[src/rtl/instr_encoder_if.sv]
// Field-set in / encoded-word out handshake bundle for instr_encoder.
// master = field producer (loader / self-test), slave = the encoder.
interface instr_encoder_if #(
    parameter int ADDR_W = 14
);
    logic              in_valid;
    logic              in_ready;
    logic [6:0]        in_op;
    logic [4:0]        in_rd;
    logic [4:0]        in_rs1;
    logic [4:0]        in_rs2;
    logic [2:0]        in_funct3;
    logic [6:0]        in_funct7;
    logic [31:0]       in_imm;
    logic              in_clr;
    logic              out_valid;
    logic              out_ready;
    logic [31:0]       out_instr;
    logic [ADDR_W-1:0] out_addr;
    logic              out_err;

    modport master (
        output in_valid, in_op, in_rd, in_rs1, in_rs2, in_funct3, in_funct7, in_imm,
        output in_clr, out_ready,
        input  in_ready, out_valid, out_instr, out_addr, out_err
    );

    modport slave (
        input  in_valid, in_op, in_rd, in_rs1, in_rs2, in_funct3, in_funct7, in_imm,
        input  in_clr, out_ready,
        output in_ready, out_valid, out_instr, out_addr, out_err
    );
endinterface

[src/rtl/instr_encoder.sv]
// RV32I field packer: opcode/regs/funct/immediate in, 32-bit instruction word + byte address out.
// Latency 2 cycles (field register, then immediate scatter); 1 word/cycle; in_ready falls only when both stages hold a word and out_ready is low.
// INSTR_ENCODER_IMM_CHECK_EN enables the immediate range check driving out_err; otherwise out_err is tied 0.
module instr_encoder #(
    parameter int ADDR_W    = 14,
    parameter int BASE_ADDR = 0
) (
    input  logic             clk,
    input  logic             rstn,
    instr_encoder_if.slave   bus
);

    typedef enum logic [2:0] {
        FMT_R,
        FMT_I,
        FMT_S,
        FMT_B,
        FMT_U,
        FMT_J
    } fmt_e;

    typedef struct packed {
        logic [6:0]  funct7;
        logic [4:0]  rs2;
        logic [4:0]  rs1;
        logic [2:0]  funct3;
        logic [4:0]  rd;
        logic [6:0]  op;
        logic [31:0] imm;
        fmt_e        fmt;
    } fields_t;

    localparam logic [ADDR_W-1:0] BASE = ADDR_W'(BASE_ADDR);
    localparam logic [ADDR_W-1:0] STEP = ADDR_W'(4);

    fmt_e              fmt_d;
    fields_t           s1_d;
    fields_t           s1_q;
    logic              s1_valid;
    logic              s1_adv;
    logic              s2_adv;
    logic [31:0]       instr_d;
    logic [31:0]       instr_q;
    logic              out_valid_q;
    logic [ADDR_W-1:0] addr_q;

    // Both advance terms are pure functions of local state plus out_ready.
    assign s2_adv       = !out_valid_q || bus.out_ready;
    assign s1_adv       = !s1_valid || s2_adv;
    assign bus.in_ready = s1_adv;

    always_comb begin
        case (bus.in_op)
            7'b0010011, 7'b1100111, 7'b0000011: fmt_d = FMT_I;
            7'b0100011:                         fmt_d = FMT_S;
            7'b1100011:                         fmt_d = FMT_B;
            7'b0110111, 7'b0010111:             fmt_d = FMT_U;
            7'b1101111:                         fmt_d = FMT_J;
            default:                            fmt_d = FMT_R;
        endcase
    end

    assign s1_d = {bus.in_funct7, bus.in_rs2, bus.in_rs1, bus.in_funct3,
                   bus.in_rd, bus.in_op, bus.in_imm, fmt_d};

`ifdef INSTR_ENCODER_IMM_CHECK_EN
    logic err_d;
    logic s1_err;
    logic out_err_q;
    logic sext12_ok;
    logic sext13_ok;
    logic sext21_ok;

    // An immediate fits n signed bits when every bit from n-1 upward matches.
    assign sext12_ok = (&bus.in_imm[31:11]) || !(|bus.in_imm[31:11]);
    assign sext13_ok = (&bus.in_imm[31:12]) || !(|bus.in_imm[31:12]);
    assign sext21_ok = (&bus.in_imm[31:20]) || !(|bus.in_imm[31:20]);

    always_comb begin
        err_d = 1'b0;
        case (fmt_d)
            FMT_I, FMT_S: err_d = !sext12_ok;
            FMT_B:        err_d = !sext13_ok || bus.in_imm[0];
            FMT_J:        err_d = !sext21_ok || bus.in_imm[0];
            FMT_U:        err_d = |bus.in_imm[11:0];
            default:      err_d = 1'b0;
        endcase
    end

    assign bus.out_err = out_err_q;
`else
    assign bus.out_err = 1'b0;
`endif

    always_comb begin
        instr_d = {s1_q.funct7, s1_q.rs2, s1_q.rs1, s1_q.funct3, s1_q.rd, s1_q.op};
        case (s1_q.fmt)
            FMT_I: instr_d = {s1_q.imm[11:0], s1_q.rs1, s1_q.funct3, s1_q.rd, s1_q.op};
            FMT_S: instr_d = {s1_q.imm[11:5], s1_q.rs2, s1_q.rs1, s1_q.funct3,
                              s1_q.imm[4:0], s1_q.op};
            FMT_B: instr_d = {s1_q.imm[12], s1_q.imm[10:5], s1_q.rs2, s1_q.rs1,
                              s1_q.funct3, s1_q.imm[4:1], s1_q.imm[11], s1_q.op};
            FMT_U: instr_d = {s1_q.imm[31:12], s1_q.rd, s1_q.op};
            FMT_J: instr_d = {s1_q.imm[20], s1_q.imm[10:1], s1_q.imm[11],
                              s1_q.imm[19:12], s1_q.rd, s1_q.op};
            default: instr_d = {s1_q.funct7, s1_q.rs2, s1_q.rs1, s1_q.funct3,
                                s1_q.rd, s1_q.op};
        endcase
    end

    always_ff @(posedge clk) begin
        if (!rstn) begin
            s1_valid <= 1'b0;
            s1_q     <= '0;
`ifdef INSTR_ENCODER_IMM_CHECK_EN
            s1_err   <= 1'b0;
`endif
        end else if (s1_adv) begin
            s1_valid <= bus.in_valid;
            if (bus.in_valid) begin
                s1_q <= s1_d;
`ifdef INSTR_ENCODER_IMM_CHECK_EN
                s1_err <= err_d;
`endif
            end
        end
    end

    always_ff @(posedge clk) begin
        if (!rstn) begin
            out_valid_q <= 1'b0;
            instr_q     <= '0;
`ifdef INSTR_ENCODER_IMM_CHECK_EN
            out_err_q   <= 1'b0;
`endif
        end else if (s2_adv) begin
            out_valid_q <= s1_valid;
            if (s1_valid) begin
                instr_q <= instr_d;
`ifdef INSTR_ENCODER_IMM_CHECK_EN
                out_err_q <= s1_err;
`endif
            end
        end
    end

    // Clear wins over the increment; the word leaving this cycle keeps the old address.
    always_ff @(posedge clk) begin
        if (!rstn) begin
            addr_q <= BASE;
        end else if (bus.in_clr) begin
            addr_q <= BASE;
        end else if (out_valid_q && bus.out_ready) begin
            addr_q <= addr_q + STEP;
        end
    end

    assign bus.out_valid = out_valid_q;
    assign bus.out_instr = instr_q;
    assign bus.out_addr  = addr_q;

endmodule

[src/flat_wrapper.sv]
// flat-port wrapper written by rule: the top's interface ports become plain ports
module instr_encoder_flat 
#(
    parameter int ADDR_W    = 14,
    parameter int BASE_ADDR = 0
)
  (clk, rstn, bus_in_valid, bus_in_op, bus_in_rd, bus_in_rs1, bus_in_rs2, bus_in_funct3, bus_in_funct7, bus_in_imm, bus_in_clr, bus_out_ready, bus_in_ready, bus_out_valid, bus_out_instr, bus_out_addr, bus_out_err);
  instr_encoder_if #(.ADDR_W(ADDR_W)) bus_i ();
  input  logic clk;
  input  logic rstn;
  input wire logic [$bits(bus_i.in_valid)-1:0] bus_in_valid;
  input wire logic [$bits(bus_i.in_op)-1:0] bus_in_op;
  input wire logic [$bits(bus_i.in_rd)-1:0] bus_in_rd;
  input wire logic [$bits(bus_i.in_rs1)-1:0] bus_in_rs1;
  input wire logic [$bits(bus_i.in_rs2)-1:0] bus_in_rs2;
  input wire logic [$bits(bus_i.in_funct3)-1:0] bus_in_funct3;
  input wire logic [$bits(bus_i.in_funct7)-1:0] bus_in_funct7;
  input wire logic [$bits(bus_i.in_imm)-1:0] bus_in_imm;
  input wire logic [$bits(bus_i.in_clr)-1:0] bus_in_clr;
  input wire logic [$bits(bus_i.out_ready)-1:0] bus_out_ready;
  output wire logic [$bits(bus_i.in_ready)-1:0] bus_in_ready;
  output wire logic [$bits(bus_i.out_valid)-1:0] bus_out_valid;
  output wire logic [$bits(bus_i.out_instr)-1:0] bus_out_instr;
  output wire logic [$bits(bus_i.out_addr)-1:0] bus_out_addr;
  output wire logic [$bits(bus_i.out_err)-1:0] bus_out_err;
  assign bus_i.in_valid = bus_in_valid;
  assign bus_i.in_op = bus_in_op;
  assign bus_i.in_rd = bus_in_rd;
  assign bus_i.in_rs1 = bus_in_rs1;
  assign bus_i.in_rs2 = bus_in_rs2;
  assign bus_i.in_funct3 = bus_in_funct3;
  assign bus_i.in_funct7 = bus_in_funct7;
  assign bus_i.in_imm = bus_in_imm;
  assign bus_i.in_clr = bus_in_clr;
  assign bus_i.out_ready = bus_out_ready;
  assign bus_in_ready = bus_i.in_ready;
  assign bus_out_valid = bus_i.out_valid;
  assign bus_out_instr = bus_i.out_instr;
  assign bus_out_addr = bus_i.out_addr;
  assign bus_out_err = bus_i.out_err;
  instr_encoder #(.ADDR_W(ADDR_W), .BASE_ADDR(BASE_ADDR)) u_core (.clk(clk), .rstn(rstn), .bus(bus_i));
endmodule
[config.mk]
export PLATFORM = sky130hd
export DESIGN_NAME = instr_encoder_flat
export DESIGN_NICKNAME = d
export VERILOG_FILES = /design/src/rtl/instr_encoder_if.sv /design/src/rtl/instr_encoder.sv /design/src/flat_wrapper.sv
export SDC_FILE = /design/constraint.sdc
export NUM_CORES = 1
export LEC_CHECK = 0
export BUFFER_PORTS_ARGS = -buffer_cell sky130_fd_sc_hd__buf_4
export CAP_MARGIN = 40
export CELL_PAD_IN_SITES_DETAIL_PLACEMENT = 0
export CELL_PAD_IN_SITES_GLOBAL_PLACEMENT = 1
export CORE_ASPECT_RATIO = 1.4
export CORE_MARGIN = 5
export CORE_UTILIZATION = 42
export DETAILED_ROUTE_END_ITERATION = 12
export MAX_ROUTING_LAYER = met4
export PLACE_DENSITY_LB_ADDON = 0.1
export SLEW_MARGIN = 10
export SYNTH_ARGS = -nofsm -noshare
export SYNTH_HDL_FRONTEND = slang
export SYNTH_SLANG_ARGS = --single-unit
[constraint.sdc]
create_clock -name clk -period 2.9 [get_ports clk]
set_clock_uncertainty 0.15 [all_clocks]
set_input_delay 0.58 -clock clk [delete_from_list [all_inputs] [get_ports clk]]
set_output_delay 0.58 -clock clk [all_outputs]
set_load 0.01 [all_outputs]
==> results of run 1 <==
==> layout make-up <==
type / count / area [sq um] / share of cell area (%)
multi-input cells: 384 / 2232 / 35.75
inverters: 3 / 11.26 / 0.1804
repair buffers: 124 / 955.9 / 15.31
flip-flops and latches: 113 / 2262 / 36.23
clock buffers: 19 / 442.9 / 7.094
well taps: 141 / 176.4 / 2.826
clock inverters: 13 / 162.7 / 2.605
==> cells in the mapped netlist (all sizes together), types with 2 or more instances <==
cell	count
a222oi	6
clkbuf	21
dfxtp	113
nor2b	7
and2	3
o21a	2
nand2b	3
nor3	3
or4	3
o211ai	3
a21oi	14
and4	2
nand2	172
nor2	9
a221oi	4
nand4	4
o21ai	12
a21boi	76
nand3b	2
buf	23
nand3	5
xor2	6
a31oi	2
inv	3
mux2i	18
o211a	12
==> path summary, 6_finish.rpt <==
path | from | to | slack, ns | cells past startpoint
worst max-delay path | u_core.s1_q[1] | u_core.bus.out_instr[26] | 0.94 | 4
worst min-delay path | bus_in_funct7[1] | u_core.s1_q[61] | 0.28 | 3
worst max register to register | u_core.s1_q[1] | u_core.bus.out_instr[26] | 0.94 | 4
worst min register to register | u_core.s1_q[24] | u_core.bus.out_instr[21] | 0.31 | 2
==> registers in the layout, indices dropped and copies added, names as in the netlist <==
name                  count
u_core.bus.out_addr      12
u_core.bus.out_instr     32
u_core.s1_valid           1
u_core.s1_q              67
u_core.bus.out_valid      1
==> routing by layer <==
| layer | vias up | global-route usage, % | routed length [microns] |
|---|---|---|---|
| met5 | - | - | 0 |
| met4 | 0 | 6.074 | 222 |
| met3 | 20 | 4.910 | 548 |
| met2 | 101 | 29.45 | 5795 |
| met1 | 1849 | 22.13 | 5170 |
| li1 | 2039 | - | - |
==> critical path: stages (launching register included) <==
cell and delay, ns:
dfxtp_1 0.52, nor2b_4 0.36, or2_0 0.48, a222oi_1 0.20, a21oi_1 0.18
==> cells by family after synthesis <==
kind of cell / count (synthesis)
AOI/OAI and AO/OA: 136
xor gates and xnor gates: 7
adders and majority gates: 1
buffers and inverters: 47
DFF: 113
muxes: 19
other: 1
and+or+nand+nor: 218
==> power groups by stage <==
stage	Combinational (mW)	Sequential, mW	Clock (mW)
global route	0.379	1.69	2.20
global placement	0.340	1.71	0
CTS	0.346	1.68	2.12
finish	0.339	1.68	2.09
detailed placement	0.345	1.71	0
floorplan	0.172	1.71	0
==> stage by stage <==
stage | area (sq um) | hold WS (ns) | cells | util (%) | setup WS, ns
global route | 6243 | 0.2863 | 797 | 57.16 | 0.7802
finish | 6243 | 0.2820 | 797 | 57.16 | 0.9423
CTS | 6243 | 0.2729 | 797 | 57.16 | 0.9750
global placement | 5638 | 0.2949 | 765 | 51.62 | 0.7634
detailed placement | 5638 | 0.3034 | 765 | 51.62 | 0.7123
floorplan | 4705 | 0.2802 | 544 | - | 1.140
==> cell usage in the layout, fill, tap and decap left out, types with 2 or more instances in the layout <==
master / Yosys / routed
conb_1: 1 / 3
nand4_1: 4 / 4
nand3b_1: 2 / 2
o21ai_0: 12 / 12
nand3_1: 4 / 4
clkinv_2: 0 / 3
and2_1: 2 / 2
a21boi_0: 75 / 75
mux2i_1: 18 / 18
nand2_1: 172 / 171
a21oi_1: 14 / 13
nor3_1: 3 / 3
clkinvlp_4: 0 / 3
o21a_1: 2 / 2
o211a_1: 12 / 12
nor2b_1: 6 / 5
buf_4: 4 / 122
xor2_1: 6 / 6
bufinv_16: 0 / 3
inv_1: 3 / 3
clkbuf_16: 0 / 17
nor2b_4: 1 / 2
clkinv_4: 0 / 4
a222oi_1: 6 / 6
or4_1: 3 / 3
nor2_1: 9 / 9
buf_12: 0 / 2
o211ai_1: 3 / 3
nand2b_1: 3 / 3
and4_1: 2 / 2
a221oi_1: 4 / 4
dfxtp_1: 113 / 113
a31oi_1: 2 / 2
==> flow_summary.json, run 1 <==
{
  "clockPowerShare_pct": 50.9,
  "p_switching_uw": 931.7,
  "min_period_ns": 1.958,
  "synth_top_area_cell": "dfxtp_1",
  "synth.top_cell.area_share_pct": 48.16,
  "synthArstFlopShare_pct": 0,
  "start_kind": "flop",
  "grt_overflow": 0,
  "leakage_nw": 2.640,
  "post_cts_resize_count": 0,
  "synth_xor_area_share_pct": 1.305,
  "start_util_pct": 43.00,
  "fp.dieH_microns": 135.1,
  "fp.dieW_microns": 99.38,
  "synthDistinctLibCells": 47,
  "fill_cells": 1064,
  "ant_nets": 0,
  "syn_area_per_cell_sq_um": 8.666,
  "yosys_warnings": 0,
  "cts_setup_buffers": 0,
  "seq_area_frac_synth_pct": 48.16,
  "required_ns": 3.08,
  "finalNetCount": 713,
  "ioPinCount": 118,
  "gp_congestion": 0.7539,
  "ys_ff_latch": 113,
  "status": "finished clean",
  "fmax_mhz": 510.8,
  "drive_gt1_share_pct": 24.54,
  "cts-buffers-inserted": 17,
  "synth-main-ff-cell": "dfxtp_1",
  "worst_pin_slew_ns": 0.8489,
  "cp.arrival_ns": 2.14,
  "grt_pass1_wl_microns": 19000,
  "drc_errors": 0,
  "endpoint_kind": "flop",
  "pwr-share-seq_pct": 40.9,
  "yosys-top-cells-area": "dfxtp_1 48%, nand2_1 14%, a21boi_0 12%",
  "internal_power_mw": 3.175,
  "dieArea_sq_um": 13430,
  "initialDrtViolationCount": 199,
  "setup_viol": 0,
  "numPortBuffers": 114,
  "fin_tns_setup_ns": 0,
  "cts.hold.buffers_added": 0,
  "clockBufferDepth": 2,
  "synthesis.area_sq_um": 4697,
  "syn_inst": 542,
  "path_class": "flop to flop",
  "row_count": 45,
  "grt_max_degree": 102,
  "grtUsageTotal_pct": 18.27,
  "clk_pin_slew_ns": 0.06,
  "period_share_pct": 67.51,
  "htree_levels": 4,
  "hpwl_microns": 8084,
  "hold_viol_final": 0,
  "avgViaCountPerCell": 5.030,
  "fin_total_pwr_mw": 4.106,
  "vias": 4009,
  "antenna_found_initial": 0,
  "first_pass_iters": 7,
  "relSlewSlack_pct": 43.41,
  "cts_root_buf": "clkbuf_16",
  "max_cap_violations": 0,
  "drv_slew": 0,
  "power_density_nw_per_um2": 657.7,
  "synth_fa_ha_area_share_pct": 0.2664,
  "core_sq_um": 10920,
  "synth_compound_area_share_pct": 21.39,
  "synthMuxAreaShare_pct": 4.076,
  "clk_latency_ns": 0.40,
  "yosys.area_share.simple_pct": 19.79,
  "synth_top_family_by_area": "compound AO/OA/AOI/OAI gates",
  "cts.sinks": 113,
  "tritoncts": "built",
  "routed_wl_microns": 11740,
  "worstPathMaxFanout": 10,
  "syn_to_final_growth_pct": 32.92,
  "peakVddDrop_uv": 448.2,
  "first_global_vias": 3872,
  "hold_class": "primary input to flop",
  "rsz0062_at_grt": "no",
  "synth_edf_count": 0,
  "post_drt_wl_per_cell_microns": 14.73,
  "p_sw_share_pct": 22.69,
  "comb_power_share_pct": 8.2,
  "diodes": 0
}
No activity file was read; power rests on OpenSTA's default activity.
==> run 2, diff against run 1 <==
--- a/config.mk
+++ b/config.mk
@@ -11,7 +11,7 @@
 export CELL_PAD_IN_SITES_GLOBAL_PLACEMENT = 1
 export CORE_ASPECT_RATIO = 1.4
 export CORE_MARGIN = 5
-export CORE_UTILIZATION = 42
+export CORE_UTILIZATION = 39
 export DETAILED_ROUTE_END_ITERATION = 12
 export MAX_ROUTING_LAYER = met4
 export PLACE_DENSITY_LB_ADDON = 0.1
==> constraint.sdc (replaced) <==
create_clock -name clk -period 2 [get_ports clk]
set_clock_uncertainty 0.15 [all_clocks]
set_input_delay 0.4 -clock clk [delete_from_list [all_inputs] [get_ports clk]]
set_output_delay 0.4 -clock clk [all_outputs]
set_load 0.01 [all_outputs]
==> run 2 against run 1 <==
  * Die area increased by 7.0%
  * Highest routed layer unchanged
  * Via count up 0.75%
  * Combinational power rose by 47%
  * Critical path depth unchanged
  * Largest cell class unchanged
  * Largest power group unchanged
  * First-iteration DRC count up 27%
==> flow_summary.json, run 2 (synthesis gave the netlist of run 1 again) <==
{
  "status": "finished clean",
  "min_period_ns": 1.789,
  "grt_pass1_wl_microns": 19910,
  "clockBufferDepth": 2,
  "post-place-cells": 774,
  "clk_latency_ns": 0.41,
  "diodes": 0,
  "tritoncts": "built",
  "drv_slew": 0,
  "drive_gt1_share_pct": 25.04,
  "finalNonFillerCells": 806,
  "grt_overflow": 0,
  "post_cts_resize_count": 0,
  "worstPathMaxFanout": 10,
  "drc_errors": 0,
  "first_global_vias": 3956,
  "fill_cells": 1132,
  "gp_congestion": 0.7996,
  "initialDrtViolationCount": 252,
  "worstHoldStart": "bus_in_imm[7]",
  "clk_pin_slew_ns": 0.06,
  "fp.dieW_microns": 102.8,
  "largest_register_ffs": 67,
  "path_class": "flop to flop",
  "start_util_pct": 39.74,
  "htree_levels": 4,
  "wl_met3_microns": 602,
  "fp.dieH_microns": 139.9,
  "required_ns": 2.19,
  "start_kind": "flop",
  "top_layer": "met4",
  "endpoint_kind": "flop",
  "cp_slowest_cell": "dfxtp_1",
  "top_register": "u_core.s1_q",
  "grtUsageTotal_pct": 18.12,
  "post_drt_wl_per_cell_microns": 15.03,
  "hold_viol_final": 0,
  "max_cap_violations": 0,
  "grt_max_degree": 63,
  "wl_met1_microns": 5231,
  "setup_slack_ns": 0.2113,
  "finalNetCount": 716,
  "cpPeakStageDelay_ns": 0.49,
  "antenna_found_initial": 0,
  "fmax_mhz": 559.1,
  "row_count": 47,
  "dp_slack_ns": 0.1894,
  "startpoint": "u_core.s1_q[1]",
  "relSlewSlack_pct": 62.90,
  "hpwl_microns": 8321,
  "layout_commonest_cell": "nand2_1",
  "design_area_sq_um": 6255,
  "vias": 4039,
  "rsz0062_at_grt": "no",
  "crit_family": "simple AND/OR/NAND/NOR gates",
  "dieArea_sq_um": 14370,
  "seq_area_sq_um": 2262,
  "avgViaCountPerCell": 5.011,
  "fin_tns_setup_ns": 0,
  "fin_total_pwr_mw": 5.875,
  "peakVddDrop_uv": 496.9,
  "ioPinCount": 118,
  "multi_input_area_sq_um": 2232,
  "mostFrequentLayoutCells": "171 x nand2_1, 125 x buf_4, 113 x dfxtp_1",
  "postPlaceCellArea_sq_um": 5668,
  "first_pass_iters": 6,
  "cts_root_buf": "clkbuf_16",
  "ant_nets": 0,
  "core_sq_um": 11820,
  "critPathBufInv": 0,
  "cts_setup_buffers": 0,
  "cp.arrival_ns": 1.98,
  "syn_to_final_growth_pct": 33.16,
  "worst_pin_slew_ns": 0.5565,
  "cts.sinks": 113,
  "r2r_start": "u_core.s1_q[1]",
  "route.met2.wl_microns": 6185,
  "cts-buffers-inserted": 17,
  "setup_viol": 0,
  "leakage_nw": 2.640,
  "period_share_pct": 89.44,
  "hold_class": "primary input to flop",
  "cts.hold.buffers_added": 0,
  "path_cells": "nor2b_4 > or2_0 > a222oi_1 > a21oi_1",
  "power_density_nw_per_um2": 939.3,
  "routed_wl_microns": 12110,
  "numPortBuffers": 114
}
-- run 2: routing by layer --
layer,GRT usage [%],up-vias
met5,-,-
met4,5.525,0
met3,5.108,5
met2,28.97,113
met1,22.03,1874
li1,-,2047
-- run 2: final cells by class --
class	count	share of cell area (%)
well taps	147	2.941
repair buffers	127	15.64
clock inverters	15	2.581
clock buffers	17	6.801
inverters	3	0.1800
multi-input cells	384	35.69
flip-flops and latches	113	36.17
-- run 2: worst paths after layout --
check | slack, ns | cells past startpoint | to
setup / recovery | 0.21 | 4 | u_core.bus.out_instr[26]
hold / removal | 0.09 | 3 | u_core.s1_q[10]
setup reg to reg | 0.21 | 4 | u_core.bus.out_instr[26]
hold reg to reg | 0.30 | 2 | u_core.bus.out_instr[23]
-- run 2: stage by stage --
stage / hold slack, ns / utilization (%)
2_1_floorplan: 0.2802 / -
3_3_place_gp: 0.2951 / 47.95
3_5_place_dp: 0.2973 / 47.95
4_1_cts: 0.07733 / 52.92
5_1_grt: 0.09281 / 52.92
6_report: 0.09226 / 52.92
-- run 2: power breakdown --
group,switching [mW],internal (mW)
Combinational,0.245,0.254
Clock,1.10,1.84
Sequential,0.0690,2.36
-- run 2: tightest hold or removal path, cell delays in order --
cell,delay [ns]
buf_4,0.11
nand2_1,0.04
a21boi_0,0.06
==> run 3, diff against run 2 <==
--- a/config.mk
+++ b/config.mk
@@ -11,7 +11,7 @@
 export CELL_PAD_IN_SITES_GLOBAL_PLACEMENT = 1
 export CORE_ASPECT_RATIO = 1.4
 export CORE_MARGIN = 5
-export CORE_UTILIZATION = 39
+export CORE_UTILIZATION = 35
 export DETAILED_ROUTE_END_ITERATION = 12
 export MAX_ROUTING_LAYER = met4
 export PLACE_DENSITY_LB_ADDON = 0.1
==> constraint.sdc (replaced) <==
create_clock -name clk -period 1.4 [get_ports clk]
set_clock_uncertainty 0.15 [all_clocks]
set_input_delay 0.28 -clock clk [delete_from_list [all_inputs] [get_ports clk]]
set_output_delay 0.28 -clock clk [all_outputs]
set_load 0.01 [all_outputs]
==> run 3 against run 2 <==
  * Combinational power grew 96%
  * Sequential cell count stayed put
  * Count of clock-buffer cells in the layout is 1 higher
  * Critical path type is now flop to primary output
  * The run now ends with negative hold slack, negative setup slack left
==> flow_summary.json, run 3 (synthesis gave the netlist of run 1 again) <==
{
  "ioPinCount": 118,
  "fp.dieW_microns": 107.9,
  "start_util_pct": 35.42,
  "multi_input_area_sq_um": 2404,
  "largest_register_ffs": 67,
  "min_period_ns": 1.549,
  "cts-buffers-inserted": 17,
  "leakage_nw": 3.284,
  "grt_overflow": 0,
  "cts_root_buf": "clkbuf_16",
  "diodes": 0,
  "htree_levels": 4,
  "gp_congestion": 0.8097,
  "initialDrtViolationCount": 226,
  "tritoncts": "built",
  "cts.sinks": 113,
  "finalNetCount": 817,
  "fmax_mhz": 645.4,
  "endpoint_kind": "primary output",
  "grtUsageTotal_pct": 17.79,
  "fin_tns_setup_ns": -1.161,
  "mostFrequentLayoutCells": "167 x nand2_1, 138 x buf_4, 99 x dfxtp_1",
  "post_drt_wl_per_cell_microns": 14.85,
  "status": "complete, but fails checks",
  "first_pass_iters": 5,
  "setup_slack_ns": -0.1494,
  "cp.arrival_ns": 1.12,
  "max_cap_violations": 0,
  "drv_slew": 0,
  "seq_area_sq_um": 2295,
  "fp.dieH_microns": 147.1,
  "path_class": "flop to primary output",
  "rsz0062_at_grt": "yes",
  "ant_nets": 0,
  "fin_hold_ws_ns": -0.0006123,
  "required_ns": 0.97,
  "layout_commonest_cell": "nand2_1",
  "power_density_nw_per_um2": 1179,
  "routed_wl_microns": 13990,
  "worst_pin_slew_ns": 0.5379,
  "hpwl_microns": 9266,
  "syn_to_final_growth_pct": 62.31,
  "grt_max_degree": 102,
  "core_sq_um": 13260,
  "first_global_vias": 4440,
  "clk_pin_slew_ns": 0.06,
  "relSlewSlack_pct": 64.07,
  "violations": "negative hold slack, negative setup slack",
  "start_kind": "flop",
  "dieArea_sq_um": 15870,
  "clockBufferDepth": 2,
  "peakVddDrop_uv": 730.9,
  "row_count": 50,
  "clk_latency_ns": 0.41,
  "drc_errors": 0,
  "hold_viol_final": 2,
  "vias": 4504,
  "numPortBuffers": 114,
  "setup_viol": 28,
  "period_share_pct": 110.7,
  "fill_cells": 1234,
  "avgViaCountPerCell": 4.781,
  "rrSetupSlack_ns": -0.13,
  "worstPathMaxFanout": 2,
  "antenna_found_initial": 0,
  "hold_class": "primary input to flop",
  "drive_gt1_share_pct": 33.68,
  "grt_pass1_wl_microns": 21640,
  "top_register": "u_core.s1_q"
}
==> run 3: cell types whose count changed in the layout (fill, tap and decap cells not counted), moves of 8 or more <==
cell	previous run	this run
dlygate4sd3_1	0	50
a21boi_1	1	61
dfxtp_2	0	8
dfxtp_1	113	99
a21boi_0	75	12
buf_6	0	27
buf_4	125	138
==> run 3: path summary, 6_finish.rpt <==
path | from | end | cells after the start
max reg2reg | u_core.bus.out_valid | u_core.bus.out_addr[13] | 5
max | u_core.s1_valid | bus_in_ready | 3
min reg2reg | u_core.bus.out_instr[3] | u_core.bus.out_instr[3] | 2
min | bus_in_imm[9] | u_core.s1_q[12] | 3
==> run 3: through the flow <==
stage               area [sq um]  utilization (%)  power (mW)  instances  setup WS [ns]
floorplan                   4777                -       3.902        544        -0.1898
global placement            6025            45.42       4.295        841        -0.2056
detailed placement          6025            45.42       4.310        841        -0.2459
CTS                         7436            56.07       9.023        937        -0.1667
global route                7624            57.48       9.326        942        -0.2036
finish                      7624            57.48       8.986        942        -0.1494
==> run 3: area by class of cell <==
cell class	instances	area share (%)
inverter	3	0.1477
multi-input combinational	385	31.53
clock buffer	18	5.761
tap	182	2.987
sequential	113	30.10
timing repair buffer	227	27.03
clock inverter	14	2.445
==> run 3: repair_timing <==
item / 4_1_cts / 5_1_grt
hold endpoints to repair: 49 / 1
setup endpoints to repair: 98 / 116
hold buffers: 49 / 1
resized for setup: 57 / 92
pin swaps: 17 / 8
setup buffers: 12 / 5
cloned: 4 / 2
==> run 3: worst max-delay path, stage by stage, from the launching register on <==
cell and delay [ns]:
dfxtp_2 0.34, nand3b_1 0.11, buf_6 0.14, buf_6 0.11
==> run 3: metal layers <==
layer  routed length (microns)  share of wire [%]  up-vias  GRT usage, %
met5                         0                  0        -             -
met4                       123               0.88        0         5.812
met3                       630                4.5       10         3.736
met2                      7656                 55      104         31.32
met1                      5577                 40     2133         19.85
li1                          -                  -     2257             -
==> run 3: power by group <==
| part | leakage [nW] | total, mW | switching [mW] | internal (mW) |
|---|---|---|---|---|
| clock network | 0.310 | 4.54 | 1.52 | 3.02 |
| logic | 2.04 | 0.980 | 0.428 | 0.552 |
| registers | 0.936 | 3.47 | 0.0986 | 3.37 |
| total | 3.28 | 8.99 | 2.05 | 6.94 |
